**config.mk**
```make
export PLATFORM = sky130hd
export DESIGN_NAME = shifter_pipe
export DESIGN_NICKNAME = d
export VERILOG_FILES = /design/src/rtl/shifter_pipe.sv
export SDC_FILE = /design/constraint.sdc
export NUM_CORES = 1
export LEC_CHECK = 0
export BUFFER_PORTS_ARGS = -buffer_cell sky130_fd_sc_hd__buf_2
export CORE_ASPECT_RATIO = 1.5
export CORE_MARGIN = 3
export CORE_UTILIZATION = 30
export CTS_CLUSTER_DIAMETER = 120
export DETAILED_ROUTE_END_ITERATION = 10
export GPL_TIMING_DRIVEN = 0
export HOLD_SLACK_MARGIN = 0.15
export PLACE_DENSITY = 0.57
export SETUP_SLACK_MARGIN = 0.4
export SLEW_MARGIN = 20
export SYNTH_ARGS = -nofsm -noshare
export SYNTH_HDL_FRONTEND = slang
export SYNTH_SLANG_ARGS = --single-unit
```
**constraint.sdc**
```tcl
create_clock -name clk -period 1.55 [get_ports clk]
set_input_delay 0.2325 -clock clk [delete_from_list [all_inputs] [get_ports clk]]
set_output_delay 0.2325 -clock clk [all_outputs]
set_load 0.03 [all_outputs]
```
**src/rtl/shifter_pipe.sv**
```systemverilog
// -----------------------------------------------------------------------------
// shifter_pipe: pipelined barrel shifter/rotator with valid/ready flow control.
//
// The pipeline has L = log2(WIDTH) registered stages. Stage k applies a shift
// of 2^(L-1-k) when amount bit (L-1-k) is set, MSB first. The last stage
// drives the outputs. Stalls back up stage by stage, and a stage holding no
// valid data always loads from its predecessor, so bubbles collapse.
//
// Ports:
//   clk        rising-edge clock
//   rst_n      asynchronous active-low reset
//   flush      synchronous pipeline clear (drops any simultaneous input)
//   in_valid   operand valid
//   in_ready   shifter accepts input this cycle
//   in_data    operand [WIDTH]
//   in_amt     shift/rotate amount [AW]
//   in_op      000 rol, 001 sll, 010 ror, 011 srl, 100 sra, 101..111 srl
//   out_valid  result valid
//   out_ready  downstream accepts result
//   out_data   result [WIDTH]
//   out_zero   out_data is all zeros (0 whenever out_valid is 0)
//
// Optional feature macro: SHIFTER_PIPE_SRA_EN
//   defined   -> op 100 is an arithmetic right shift (sign carried per stage)
//   undefined -> op 100 behaves as srl and no sign is tracked
// -----------------------------------------------------------------------------
module shifter_pipe #(
    parameter  int unsigned WIDTH = 16,
    localparam int unsigned AW    = $clog2(WIDTH)
) (
    input  logic             clk,
    input  logic             rst_n,
    input  logic             flush,
    input  logic             in_valid,
    output logic             in_ready,
    input  logic [WIDTH-1:0] in_data,
    input  logic [AW-1:0]    in_amt,
    input  logic [2:0]       in_op,
    output logic             out_valid,
    input  logic             out_ready,
    output logic [WIDTH-1:0] out_data,
    output logic             out_zero
);

    localparam int unsigned L = AW;

    typedef enum logic [2:0] {
        OP_ROL = 3'b000,
        OP_SLL = 3'b001,
        OP_ROR = 3'b010,
        OP_SRL = 3'b011,
        OP_SRA = 3'b100
    } op_e;

    // Stage registers
    logic [L-1:0]     r_v;
    logic [WIDTH-1:0] r_data [L];
    logic [AW-1:0]    r_amt  [L];
    op_e              r_op   [L];
`ifdef SHIFTER_PIPE_SRA_EN
    logic [L-1:0]     r_sgn;
`endif
    logic             r_zero;

    // Per-stage sources, shifted results and advance enables
    logic [L-1:0]     w_rdy;
    logic [L-1:0]     w_src_v;
    logic [WIDTH-1:0] w_src_data [L];
    logic [AW-1:0]    w_src_amt  [L];
    op_e              w_src_op   [L];
`ifdef SHIFTER_PIPE_SRA_EN
    logic [L-1:0]     w_src_sgn;
`endif
    logic [WIDTH-1:0] w_nxt_data [L];
    logic             w_nxt_zero;
    op_e              w_op_norm;

    // Fold unsupported op codes onto srl at the input
    always_comb begin
        w_op_norm = OP_SRL;
        case (in_op)
            3'b000:  w_op_norm = OP_ROL;
            3'b001:  w_op_norm = OP_SLL;
            3'b010:  w_op_norm = OP_ROR;
`ifdef SHIFTER_PIPE_SRA_EN
            3'b100:  w_op_norm = OP_SRA;
`endif
            default: w_op_norm = OP_SRL;
        endcase
    end

    // Ready chain from the output back to stage 0
    always_comb begin
        w_rdy        = '0;
        w_rdy[L-1]   = out_ready || !r_v[L-1];
        for (int k = int'(L) - 2; k >= 0; k--) begin
            w_rdy[k] = w_rdy[k+1] || !r_v[k];
        end
    end

    assign in_ready = w_rdy[0] && !flush;

    // Stage inputs: stage 0 from the ports, others from the previous stage
    always_comb begin
        w_src_v       = '0;
        w_src_v[0]    = in_valid && in_ready;
        w_src_data[0] = in_data;
        w_src_amt[0]  = in_amt;
        w_src_op[0]   = w_op_norm;
`ifdef SHIFTER_PIPE_SRA_EN
        w_src_sgn     = '0;
        w_src_sgn[0]  = in_data[WIDTH-1];
`endif
        for (int k = 1; k < int'(L); k++) begin
            w_src_v[k]    = r_v[k-1];
            w_src_data[k] = r_data[k-1];
            w_src_amt[k]  = r_amt[k-1];
            w_src_op[k]   = r_op[k-1];
`ifdef SHIFTER_PIPE_SRA_EN
            w_src_sgn[k]  = r_sgn[k-1];
`endif
        end
    end

    // Fixed-distance shift per stage, enabled by its amount bit
    always_comb begin
        for (int k = 0; k < int'(L); k++) begin
            w_nxt_data[k] = w_src_data[k];
            if (w_src_amt[k][int'(L) - 1 - k]) begin
                case (w_src_op[k])
                    OP_ROL:  w_nxt_data[k] = (w_src_data[k] << (1 << (int'(L) - 1 - k)))
                                           | (w_src_data[k] >> (int'(WIDTH) - (1 << (int'(L) - 1 - k))));
                    OP_ROR:  w_nxt_data[k] = (w_src_data[k] >> (1 << (int'(L) - 1 - k)))
                                           | (w_src_data[k] << (int'(WIDTH) - (1 << (int'(L) - 1 - k))));
                    OP_SLL:  w_nxt_data[k] = w_src_data[k] << (1 << (int'(L) - 1 - k));
`ifdef SHIFTER_PIPE_SRA_EN
                    // Fill vacated MSBs with the original operand sign
                    OP_SRA:  w_nxt_data[k] = (w_src_data[k] >> (1 << (int'(L) - 1 - k)))
                                           | (w_src_sgn[k] ? ~({WIDTH{1'b1}} >> (1 << (int'(L) - 1 - k)))
                                                           : {WIDTH{1'b0}});
`endif
                    default: w_nxt_data[k] = w_src_data[k] >> (1 << (int'(L) - 1 - k));
                endcase
            end
        end
    end

    // Zero flag is qualified by valid so it reads 0 for bubbles
    assign w_nxt_zero = w_src_v[L-1] && (w_nxt_data[L-1] == '0);

    // Pipeline registers
    always_ff @(posedge clk or negedge rst_n) begin
        if (!rst_n) begin
            r_v    <= '0;
            r_zero <= 1'b0;
`ifdef SHIFTER_PIPE_SRA_EN
            r_sgn  <= '0;
`endif
            for (int k = 0; k < int'(L); k++) begin
                r_data[k] <= '0;
                r_amt[k]  <= '0;
                r_op[k]   <= OP_ROL;
            end
        end else if (flush) begin
            r_v    <= '0;
            r_zero <= 1'b0;
        end else begin
            for (int k = 0; k < int'(L); k++) begin
                if (w_rdy[k]) begin
                    r_v[k]    <= w_src_v[k];
                    r_data[k] <= w_nxt_data[k];
                    r_amt[k]  <= w_src_amt[k];
                    r_op[k]   <= w_src_op[k];
`ifdef SHIFTER_PIPE_SRA_EN
                    r_sgn[k]  <= w_src_sgn[k];
`endif
                end
            end
            if (w_rdy[L-1]) begin
                r_zero <= w_nxt_zero;
            end
        end
    end

    assign out_valid = r_v[L-1];
    assign out_data  = r_data[L-1];
    assign out_zero  = r_zero;

endmodule

```
# Yosys cells after proc, flatten, opt, wreduce, memory -nomap -nowiden
# Cells that the tools add are included.
dict set report word_totals {
  regBits 84
  in_bits 28
  elab_cells 76
}
dict set report classes {
  eq_ne 10
  muxes 16
  n_bitwise 8
  reduce_logical 27
}
# cell count
set ops {}
lappend ops {{$pmux W16 S3} 3}
lappend ops {{$mux W16} 4}
lappend ops {{$pmux W16 S2} 1}
lappend ops {{$logic_not A16 Y1} 1}
lappend ops {{$or A12 B16 Y16} 1}
lappend ops {{$or A14 B16 Y16} 1}
lappend ops {{$or A15 B16 Y16} 1}
lappend ops {{$or A16 B1 Y16} 1}
lappend ops {{$or A16 B2 Y16} 1}
lappend ops {{$or A16 B4 Y16} 1}
lappend ops {{$or A8 B16 Y16} 1}
lappend ops {{$logic_not A3 Y1} 5}
lappend ops {{$eq A3 B1 Y1 const B} 4}
lappend ops {{$eq A3 B2 Y1 const B} 4}
lappend ops {{$reduce_and A2 Y1} 4}
lappend ops {{$reduce_bool A2 Y1} 4}
lappend ops {{$mux W1} 6}
lappend ops {{$pmux W2 S3} 1}
lappend ops {{$logic_not A1 Y1} 5}
lappend ops {{$logic_or A1 B1 Y1} 4}
lappend ops {{$mux W4} 1}
lappend ops {{$logic_and A1 B1 Y1} 3}
lappend ops {{$eq A2 B1 Y1 const B} 1}
lappend ops {{$eq A2 B2 Y1 const B} 1}
lappend ops {{2 further kinds} 2}

# Longest topological paths before layout
# Gate-level depths: netlist of the first run.
dict set report depth {
  ltp_word 9
  mapped_depth 7
  mapped_depth_nobuf 5
}

# Least setup slack after synthesis of the first run
# No wires, ideal clock.
dict set report synth_timing {
  kind {register -> output}
  start {reg r_v[3]}
  end {out in_ready}
  t_arrival_ns 1.636
  slack_ns -0.319
  stages_incl_launch_ff 6
  path_cell_list {dfrtp_1 -> nor2b_1 -> and3_1 -> a21oi_1 -> buf_2 -> buf_2}
}
dict set report synth_via {
  elab_chain_cells 6
}
# element line_no
set synth_rtl {}
lappend synth_rtl {{from (decl)} 56} ;# logic [L-1:0] r_v;
lappend synth_rtl {{from (signal, indexed assignment)} 170} ;# r_v[k] <= w_src_v[k];
lappend synth_rtl {{$logic_not A1 Y1} 95} ;# w_rdy[L-1] = out_ready || !r_v[L-1];
lappend synth_rtl {{$logic_or A1 B1 Y1} 95}
lappend synth_rtl {{$logic_or A1 B1 Y1 (3 in a row)} 97} ;# w_rdy[k] = w_rdy[k+1] || !r_v[k];
lappend synth_rtl {{$logic_and A1 B1 Y1} 101} ;# assign in_ready = w_rdy[0] && !flush;
lappend synth_rtl {{to (decl)} 35} ;# output logic in_ready,
# No other way between the ends.

# Final worst setup path of the first run
dict set report layout_timing {
  start {reg r_op[4] in the netlist's numbering}
  end {reg r_zero (netlist: out_zero)}
}
dict set report layout_via {
  elab_chain_cells 7
}
# element line_no
set layout_rtl {}
lappend layout_rtl {{from (decl)} 59} ;# op_e r_op [L];
lappend layout_rtl {{from (signal, indexed assignment)} 173} ;# r_op[k] <= w_src_op[k];
lappend layout_rtl {{$eq A3 B1 Y1 (tied with other cells)} 130} ;# case (w_src_op[k])
lappend layout_rtl {{$pmux W16 S3 (*)} 130}
lappend layout_rtl {{$mux W16 (*)} 129} ;# if (w_src_amt[k][int'(L) - 1 - k]) begin
lappend layout_rtl {{$logic_not A16 Y1 (*)} 149} ;# assign w_nxt_zero = w_src_v[L-1] && (w_nxt_data[L-1] == '0);
lappend layout_rtl {{$logic_and A1 B1 Y1 (*)} 149}
lappend layout_rtl {{$mux W1 (*)} 179} ;# if (w_rdy[L-1]) begin
lappend layout_rtl {{$mux W1 (*)} 164} ;# end else if (flush) begin
lappend layout_rtl {{to (signal assigned)} 180} ;# r_zero <= w_nxt_zero;
lappend layout_rtl {{to (decl)} 63} ;# logic r_zero;
# Every way passes the cells marked *; elsewhere a longest branch is shown, timed or not. The select of a mux whose other input is x is not followed.
# A chain may end at the register's enable or synchronous reset.

==> impl_results.md, run 1 <==
* Outcome: finished with violations
* Failing checks: negative setup slack
* Setup slack, reg-to-reg at -0.37 ns
* Slew Limit Headroom at just under 60%
* Initial DRC Count at roughly 90
* Final setup margin at -0.374 ns
* Post-route design area at ~0.0068 mm2
* CTS buffer count at 9
* Io pins at between 40 and 50
* Number of synthesized flops with an enable pin at 0
* Fin cells at about 750
* Depth of the worst hold-timing path at 3
* DR DRC count at 0
* Final WL at approximately 12000 um
* Vias in the first global route at approximately 3900
* Post-synthesis mux area share at between 10% and 20%
* Layout Nets at slightly above 600
* Post-Syn Nets at 486
* Worst-skew pair later-pin latency at 0.34 ns
* Area share of fa/ha/maj cells after synthesis at 0%
* FFs w/ async S/R, synth at 100%
* Fillers at about 1200
* Initial antenna violation count at 0
* Cell count after placement at around 670
* Syn_area_per_cell at 9.26 um2
* CP Capture Type: register
* Most used flip-flop cell after synthesis: dfrtp_1
* Synth Area in Simple Gates at a little over an eighth
* Largest family of logic cells by synthesized area: compound AO/OA/AOI/OAI gates
* Sequential cell area fraction in the yosys report at a little under half
* HP Class: in -> reg
* Overflow after GRT at 0
* Compound-Gate Fraction of Synth Area at between 10% and 20%
* Clock Tree Root: clkbuf_16
* Critical Setup Path Class: reg -> reg
* Cells after Synth at about 460
* Area grow syn2layout at 61.2%
* Antenna viol nets, final at 0
* Wirelength per Cell at 16.0 um
* FF+latch count, synth at between 80 and 90
* R2R cell count at 6
* Total GRT Usage at 15.6%
* Final Hold Fails at 0
* Die Wd at a little over 100 um
* Die Y at around 150 um
* Ys Warns at 0
* Worst-Margin Slew at 0.627 ns
* Initial Util at between 30% and 40%
* Clock Path Buffers at 2
* DRT Pass-1 Iters at 4
* Min Tclk post-route at between 1.5 and 2 ns
* CTS tree: done
* Setup_tns at -7.83 ns
* Worst slack, placed at -0.385 ns
* Final period util at 124%
* Cell area after placement at slightly below 0.005 mm2
* Via count at about 3800
* Synth Cell Area at 0.00424 mm2
* H-tree levels at 3
* Final Skew at 0.00604 ns
* Worst setup SP type: register
* RSZ-0062 raised after global routing: true
* Worst endpoint required time at 1.83 ns
* Die area at approximately 0.016 mm2
* Core area at 0.0137 mm2
* Synth Area in XOR/XNOR at 0%
* VDD IR max at roughly 0.67 mV
* Setup Viol. Count Final at 57
* Largest net degree at the start of global routing at approximately 50
* Arr. time, crit path at around 2.2 ns
* Max-slew violations at 0
* CP max FO at 3
* Max-Cap Viols at 0
* WHS at between 0.2 and 0.25 ns
* Via density at around 5
* Dpl hpwl at approximately 7900 um
* # diodes at 0
* Fmax at 520 MHz
* Pwr/cell area at ~1300 mW/mm2
* Fin util at between 50% and 60%
* First-pass GRT wire length at between 15000 and 20000 um
* GP Congestion at ~0.86
* CTS sink cnt at around 80
* P_leak at between 3 and 4 nW
* Port-buffer cells at 45
* Clock transition at the registers of the reported paths at 0.06 ns
* Layout cells sized above 1 at 51.6%
* Overall Power at a little under 9 mW
* Yosys cell types at 31
* # rows at 52
[layout by cell type, fill, tap and decap left out, types with 2 or more instances in the layout]
cell | netlist | routed
buf_4 | 17 | 34
clkbuf_1 | 22 | 12
clkbuf_2 | 0 | 2
o21ai_2 | 0 | 24
bufinv_16 | 0 | 2
o21ai_1 | 5 | 17
nand2_1 | 74 | 38
buf_16 | 0 | 3
nor2b_4 | 0 | 2
mux2_2 | 23 | 8
buf_2 | 7 | 26
buf_12 | 0 | 5
clkbuf_8 | 0 | 5
a21o_1 | 4 | 4
o21a_1 | 2 | 2
o21ai_0 | 68 | 32
dlygate4sd3_1 | 0 | 5
nor2b_1 | 10 | 7
nor2_1 | 34 | 17
mux2_4 | 0 | 15
a21oi_1 | 33 | 12
a211oi_2 | 0 | 3
dfrtp_1 | 81 | 80
nor2_4 | 0 | 16
buf_6 | 1 | 57
nor3_1 | 3 | 3
a22oi_1 | 22 | 22
buf_8 | 0 | 13
mux2i_2 | 0 | 6
mux2i_1 | 34 | 28
clkbuf_16 | 0 | 15
a21oi_2 | 0 | 20
nand2_2 | 0 | 16
or2_4 | 0 | 2
nand2_4 | 0 | 20
[layer usage]
layer	share of wire, %	track usage, %
met5	0	0
met4	4.2	8.10
met2	58	30.4
met1	35	15.4
met3	2.5	2.06
[where the power goes]
group / switching (mW) / total, mW / internal (mW)
Clock: 0.819 / 2.32 / 1.50
Combinational: 1.49 / 3.41 / 1.92
Sequential: 0.474 / 2.97 / 2.50
Total: 2.78 / 8.70 / 5.92
[synth_stat cells (all sizes together), types with 2 or more instances]
library cell | n | area (um2)
dfrtp | 81 | 2030
buf | 25 | 174
nor3b | 2 | 15.0
nor3 | 3 | 15.0
a211oi | 3 | 22.5
mux2 | 23 | 259
nor2 | 34 | 128
a21o | 4 | 30.0
o21ai | 73 | 365
mux2i | 34 | 340
a22oi | 22 | 165
o21a | 2 | 15.0
nor2b | 10 | 62.6
or2 | 2 | 12.5
inv | 2 | 7.50
clkbuf | 22 | 82.6
nand2 | 74 | 278
a21oi | 33 | 165
[path summary, 6_finish.rpt]
path                            startpoint     endpoint
worst max register to register     r_op[4]     out_zero
worst min-delay path            in_data[4]   r_data[60]
worst max-delay path               r_op[4]     out_zero
worst min register to register   r_amt[13]     r_amt[9]
max in group asynchronous            rst_n      r_op[9]
min in group asynchronous            rst_n  out_data[7]
[flip-flops by register name, summed over array words and instances, names as in the netlist]
register  count
r_v           4
r_amt         6
r_data       48
r_op          6
out_data     16
out_zero      1
[cell type report]
type | count | area [um2] | area share, %
inverters | 2 | 7.51 | 0.110
well taps | 162 | 203 | 2.97
multi-input cells | 328 | 2570 | 37.6
clock buffers | 14 | 264 | 3.86
clock inverters | 2 | 60.1 | 0.879
plain buffers | 47 | 553 | 8.09
flip-flops and latches | 81 | 2030 | 29.7
repair buffers | 117 | 1140 | 16.8
[kinds of logic after synthesis]
family,Yosys count
buffers and inverters,49
AND/OR/NAND/NOR,130
flip-flops,81
AO/OA/AOI/OAI,141
multiplexers,57
[worst max-delay path: stages (launching register included)]
cell and delay (ns):
dfrtp_1 0.41, buf_6 0.14, mux2i_1 0.23, a21oi_2 0.10
or4_4 0.54, nor4_4 0.29, a22o_1 0.16
[repair_timing]
| item | in CTS | in global routing |
|---|---|---|
| pin swaps | 17 | 11 |
| setup endpoints to repair | 94 | 133 |
| resized for setup | 136 | 118 |
| hold buffers | 5 | 0 |
| cloned | 11 | 1 |
| setup buffers | 40 | 14 |
| hold endpoints to repair | 51 | 0 |
Note: power is estimated with default switching activity, not from simulation.
==> inputs of run 2 (changes only) <==
--- a/config.mk
+++ b/config.mk
@@ -13,7 +13,7 @@
 export DETAILED_ROUTE_END_ITERATION = 10
 export GPL_TIMING_DRIVEN = 0
 export HOLD_SLACK_MARGIN = 0.15
-export PLACE_DENSITY = 0.57
+export PLACE_DENSITY = 0.55
 export SETUP_SLACK_MARGIN = 0.4
 export SLEW_MARGIN = 20
 export SYNTH_ARGS = -nofsm -noshare
==> constraint.sdc (replaced) <==
create_clock -name clk -period 2.16 [get_ports clk]
set_input_delay 0.324 -clock clk [delete_from_list [all_inputs] [get_ports clk]]
set_output_delay 0.324 -clock clk [all_outputs]
set_load 0.03 [all_outputs]
==> run 2 against run 1 <==
Effect of this change:
- the flow now finishes without violations
- first-iteration DRC count rose by 20%
- die area is the same
- design area down 24%
- largest power group is now registers
==> impl_results.md, run 2 (synthesis results as in run 1) <==
* Outcome: finished clean
* Depth of the worst hold-timing path at 3
* # rows at 52
* GRT met3 Usage at between 1.5 and 2%
* Most frequent cells in the layout: dfrtp_1, nand2_1, o21ai_0, buf_2, nor2_1
* GP Congestion at 0.844
* DR DRC count at 0
* Final setup margin at 0.292 ns
* P_leak at approximately 2.4 nW
* RSZ-0062 raised after global routing: true
* Worst-skew pair later-pin latency at between 0.3 and 0.4 ns
* Initial antenna violation count at 0
* Fmax at ~540 MHz
* # diodes at 0
* Max-slew violations at 0
* Wirelength per Cell at between 10 and 15 um
* VDD IR max at roughly 0.38 mV
* Worst-Margin Slew at between 0.9 and 1 ns
* GRT met2 Usage at approximately a quarter
* Final Skew at 0.00634 ns
* Setup_tns at 0 ns
* Dpl hpwl at 7820 um
* Initial Util at between 30% and 40%
* Max reg flops at 48
* Max-Cap Viols at 0
* Largest net degree at the start of global routing at 60
* Vias in the first global route at approximately 3500
* Via count at about 3500
* Io pins at 47
* Worst endpoint required time at 2.38 ns
* Most common cell after layout, fill and taps aside: dfrtp_1
* GR peak layer: met2
* R2R cell count at 7
* Port-buffer cells at between 40 and 50
* Setup slack, reg-to-reg at a little under 0.3 ns
* Post-route design area at roughly 0.0052 mm2
* Die Y at 152 um
* Hold Path End: r_v[0]
* CTS buffer count at 9
* Clock transition at the registers of the reported paths at 0.06 ns
* Core area at about 0.014 mm2
* Worst setup SP type: register
* CP Capture Type: register
* Layout Nets at 554
* CTS sink cnt at 81
* Min Tclk post-route at around 1.9 ns
* Fin util at between 30% and 40%
* H-tree levels at 3
* Final Hold Fails at 0
* Die Wd at 103 um
* Area grow syn2layout at 22.8%
* Overflow after GRT at 0
* Critical Setup Path Class: reg -> reg
* First-pass GRT wire length at ~16000 um
* Antenna viol nets, final at 0
* Initial DRC Count at 110
* Worst slack, placed at between 0.1 and 0.15 ns
* Slew Limit Headroom at 38.1%
* Clock Path Buffers at 2
* Final period util at just under 90%
* Reg2reg start: r_op[4]
* Total GRT Usage at 13.3%
* Global routing usage on met1 at 13.7%
* HP Class: in -> reg
* Hold wc startpoint: in_valid
* Overall Power at 5.03 mW
* Via density at slightly above 5
* Pwr/cell area at roughly 970 mW/mm2
* Largest reg by FF count: r_data
* CP max FO at 10
* Reg2reg end: out_zero
* Arr. time, crit path at roughly 2.1 ns
* Clock Tree Root: clkbuf_16
* Cell area after placement at between 0.004 and 0.005 mm2
* DRT Pass-1 Iters at 4
* Setup Viol. Count Final at 0
* Die area at approximately 0.016 mm2
* Layout cells sized above 1 at 26.9%
* CTS tree: done
* Final WL at slightly above 10000 um
==> run 2: cell count changes in the layout (fill, tap and decap cells not counted), sizes merged <==
cell,previous run,this run
clkbuf,35,37
bufinv,2,0
buf,138,80
dlygate4sd3,5,1
clkinv,0,2
==> run 2: layout make-up <==
type,instances,area [um2]
Buffer,47,300
Clock buffer,14,284
Clock inverter,2,10.0
Fill cell,1390,8460
Inverter,2,7.51
Multi-Input combinational cell,328,2030
Sequential cell,81,2030
Tap cell,162,203
Timing Repair Buffer,57,348
==> run 2: worst max-delay path by stage <==
stage | from | to | slack, ns
final | r_op[4] | out_zero | 0.29
after global routing | r_op[4] | out_zero | 0.25
after detailed placement | r_v[3] | in_ready | 0.11
after floorplan | r_v[3] | in_ready | 0.41
after global placement | rst_n | r_v[3] | 0.05
after CTS | r_op[4] | out_zero | 0.30
==> run 2: critical path, stage by stage (launching register included) <==
cell and delay [ns]:
dfrtp_1 0.43, buf_2 0.19, buf_2 0.20, nor3b_1 0.31, o22ai_1 0.18, o21ai_1 0.16
nor3_1 0.08, a22o_1 0.20
==> run 2: repair_timing <==
item                                   4_1_cts  5_1_grt
hold buffers                                 1        0
setup endpoints to repair                   25       41
setup buffers                                6        3
resized for setup                           15       32
pin swaps                                    3        4
cloned                                       0        1
endpoints found under the hold margin       22        0
==> run 2: power by group <==
group	internal [mW]	switching [mW]	leakage, nW
clock	0.900	0.572	0.149
combinational	0.689	0.811	1.30
sequential	1.79	0.262	0.966
==> run 2: metrics by stage <==
step / instances / hold slack (ns)
finish: 693 / 0.204
global route: 693 / 0.223
CTS: 689 / 0.199
detailed placement: 666 / 0.247
global placement: 665 / 0.461
floorplan: 458 / 0.0284
==> run 2: layer usage <==
layer  part of all wire, %  wire length [um]  vias to the layer above
met5                     0                 0                        -
met3                   3.0               311                       36
met4                   4.4               455                        0
met1                    39              4000                     1622
met2                    54              5550                       97
li1                      -                 -                     1731
==> inputs of run 3 (changes only) <==
--- a/config.mk
+++ b/config.mk
@@ -7,7 +7,7 @@
 export LEC_CHECK = 0
 export BUFFER_PORTS_ARGS = -buffer_cell sky130_fd_sc_hd__buf_2
 export CORE_ASPECT_RATIO = 1.5
-export CORE_MARGIN = 3
+export CORE_MARGIN = 5
 export CORE_UTILIZATION = 30
 export CTS_CLUSTER_DIAMETER = 120
 export DETAILED_ROUTE_END_ITERATION = 10
==> run 3 against run 2 <==
Effect of this change:
- utilization decreased by 0.46 points
- sequential share of layout area decreased by 0.27 points
- power increased by 4.7%
- critical path depth decreased by 1
- flip-flop and latch count unchanged
- non-clock buffer count increased by 1
- wire length increased by 0.36%
- design area increased by 0.70%
- sequential power about the same
- die area increased by 6.6%
- combinational power about the same
- via count decreased by 0.49%
==> impl_results.md, run 3 (synthesis results as in run 1) <==
* Die Wd at roughly 110 um
* Most common cell after layout, fill and taps aside: dfrtp_1
* # rows at 53
* Core area at ~0.014 mm2
* First-pass GRT wire length at 17300 um
* Critical Setup Path Class: reg -> reg
* Wirelength per Cell at about 15 um
* Clock transition at the registers of the reported paths at 0.06 ns
* Overflow after GRT at 0
* VDD IR max at between 0.3 and 0.4 mV
* Final WL at about 10000 um
* Final Skew at ~0.0050 ns
* Worst setup SP type: register
* Die Y at about 160 um
* Cells traversed along the worst timing path: buf_4 > mux2_2 > mux2i_2 > nand4_1 > nor4_4 > a22o_1
* Max-slew violations at 0
* Fmax at approximately 520 MHz
* Arr. time, crit path at approximately 2.2 ns
* P_leak at between 2 and 2.5 nW
* Slew Limit Headroom at 39.1%
* Max-Cap Viols at 0
* Outcome: finished clean
* DR DRC count at 0
* Fillers at between 1000 and 1500
* Setup Viol. Count Final at 0
* Via count at 3469
* Pwr/cell area at approximately 1000 mW/mm2
* DRT Pass-1 Iters at 4
* RSZ-0062 raised after global routing: true
* Final Hold Fails at 0
* Initial antenna violation count at 0
* Via density at 4.98
* CTS tree: done
* Area grow syn2layout at 23.7%
* Worst-skew pair later-pin latency at between 0.3 and 0.4 ns
* CTS sink cnt at 81
* WHS at around 0.21 ns
* Largest reg by FF count: r_data
* Final period util at 88.6%
* Clock Tree Root: clkbuf_16
* Layout cells sized above 1 at ~27%
* Port-buffer cells at 45
* Max reg flops at 48
* H-tree levels at 3
* Most frequent cells in the layout: dfrtp_1, nand2_1, o21ai_0, buf_2, nor2_1
* Vias in the first global route at 3587
* Io pins at 47
* Worst-Margin Slew at 0.909 ns
* Clock Path Buffers at 2
* Critical Path Max Stage Delay at roughly 0.44 ns
* HP Class: in -> reg
* Layout Nets at approximately 560
* Initial DRC Count at 111
* GP Congestion at 0.860
* Antenna viol nets, final at 0
* CP Capture Type: register
* Setup_tns at 0 ns
* Min Tclk post-route at ~1.9 ns
* CTS buffer count at 9
* CP max FO at 4
* Initial Util at 30.4%
* Die area at 0.0167 mm2
* CP max-delay cell: dfrtp_1
* # diodes at 0
* Dpl hpwl at 7910 um
* Largest net degree at the start of global routing at between 50 and 60
* Total GRT Usage at between 10% and 20%
* Worst endpoint required time at between 2 and 2.5 ns
[run 3: cell count changes in the layout (fill, tap and decap cells not counted), moves of 3 or more]
cell,before,now
mux2_2,19,23
buf_4,27,30
clkbuf_8,4,1
mux2_4,4,0
bufinv_16,0,3
clkbuf_1,17,14
[run 3: metrics by stage]
step	utilization [%]	cell area, um2	total power [mW]	worst slack (ns)	cells
floorplan	-	4250	3.05	0.408	458
global placement	33.6	4680	3.41	0.0453	668
detailed placement	33.8	4710	3.47	0.110	669
CTS	37.2	5190	5.29	0.261	694
global route	37.6	5240	5.54	0.219	697
finish	37.6	5240	5.26	0.246	697
[run 3: critical path, delay by kind of cell (launching register included)]
family          cells  cell delay (ns)
simple gates        2             0.54
mux                 2             0.52
flops               1             0.44
buf+inv             1             0.18
compound gates      1             0.17
[run 3: where the power goes]
part / switching (mW) / total (mW) / leakage [nW] / internal [mW]
sequential: 0.260 / 2.05 / 0.966 / 1.79
combinational: 0.806 / 1.47 / 1.30 / 0.665
clock: 0.588 / 1.74 / 0.172 / 1.15
total: 1.65 / 5.26 / 2.43 / 3.61
[run 3: per-layer routing]
layer / part of all wire, % / wire length, um / vias up / track usage (%)
met5: 0 / 0 / - / 0
met4: 2.4 / 244 / 0 / 5.55
met3: 3.7 / 385 / 22 / 2.32
met2: 56 / 5780 / 80 / 24.4
met1: 38 / 3950 / 1636 / 13.5
li1: - / - / 1731 / -
[run 3: area by class of cell]
cell class                 count  area (um2)  area share (%)
timing repair buffer          58         354            6.75
sequential                    81        2030            38.7
clock buffer                  10         239            4.56
tap                          165         206            3.94
inverter                       2        7.51           0.143
buffer                        47         300            5.73
clock inverter                 6         105            2.00
multi-input combinational    328        2000            38.2
[run 3: final timing paths]
kind                                    end   startpoint  cells past startpoint  slack (ns)
min in group asynchronous        r_data[48]        rst_n                      2        0.45
worst max register to register     out_zero      r_op[4]                      6        0.25
worst max-delay path               out_zero      r_op[4]                      6        0.25
worst min register to register  out_data[0]  out_data[0]                      2        0.48
worst min-delay path                 r_v[0]     in_valid                      3        0.21
max in group asynchronous            r_v[3]        rst_n                      3        1.12
[run 3: what timing repair did]
| item | in CTS | in global routing |
|---|---|---|
| resized for setup | 14 | 31 |
| hold buffers | 1 | 0 |
| endpoints found under the setup margin | 28 | 41 |
| hold endpoints to repair | 29 | 0 |
| pin swaps | 5 | 4 |
| setup buffers | 8 | 2 |
| cloned | 0 | 1 |
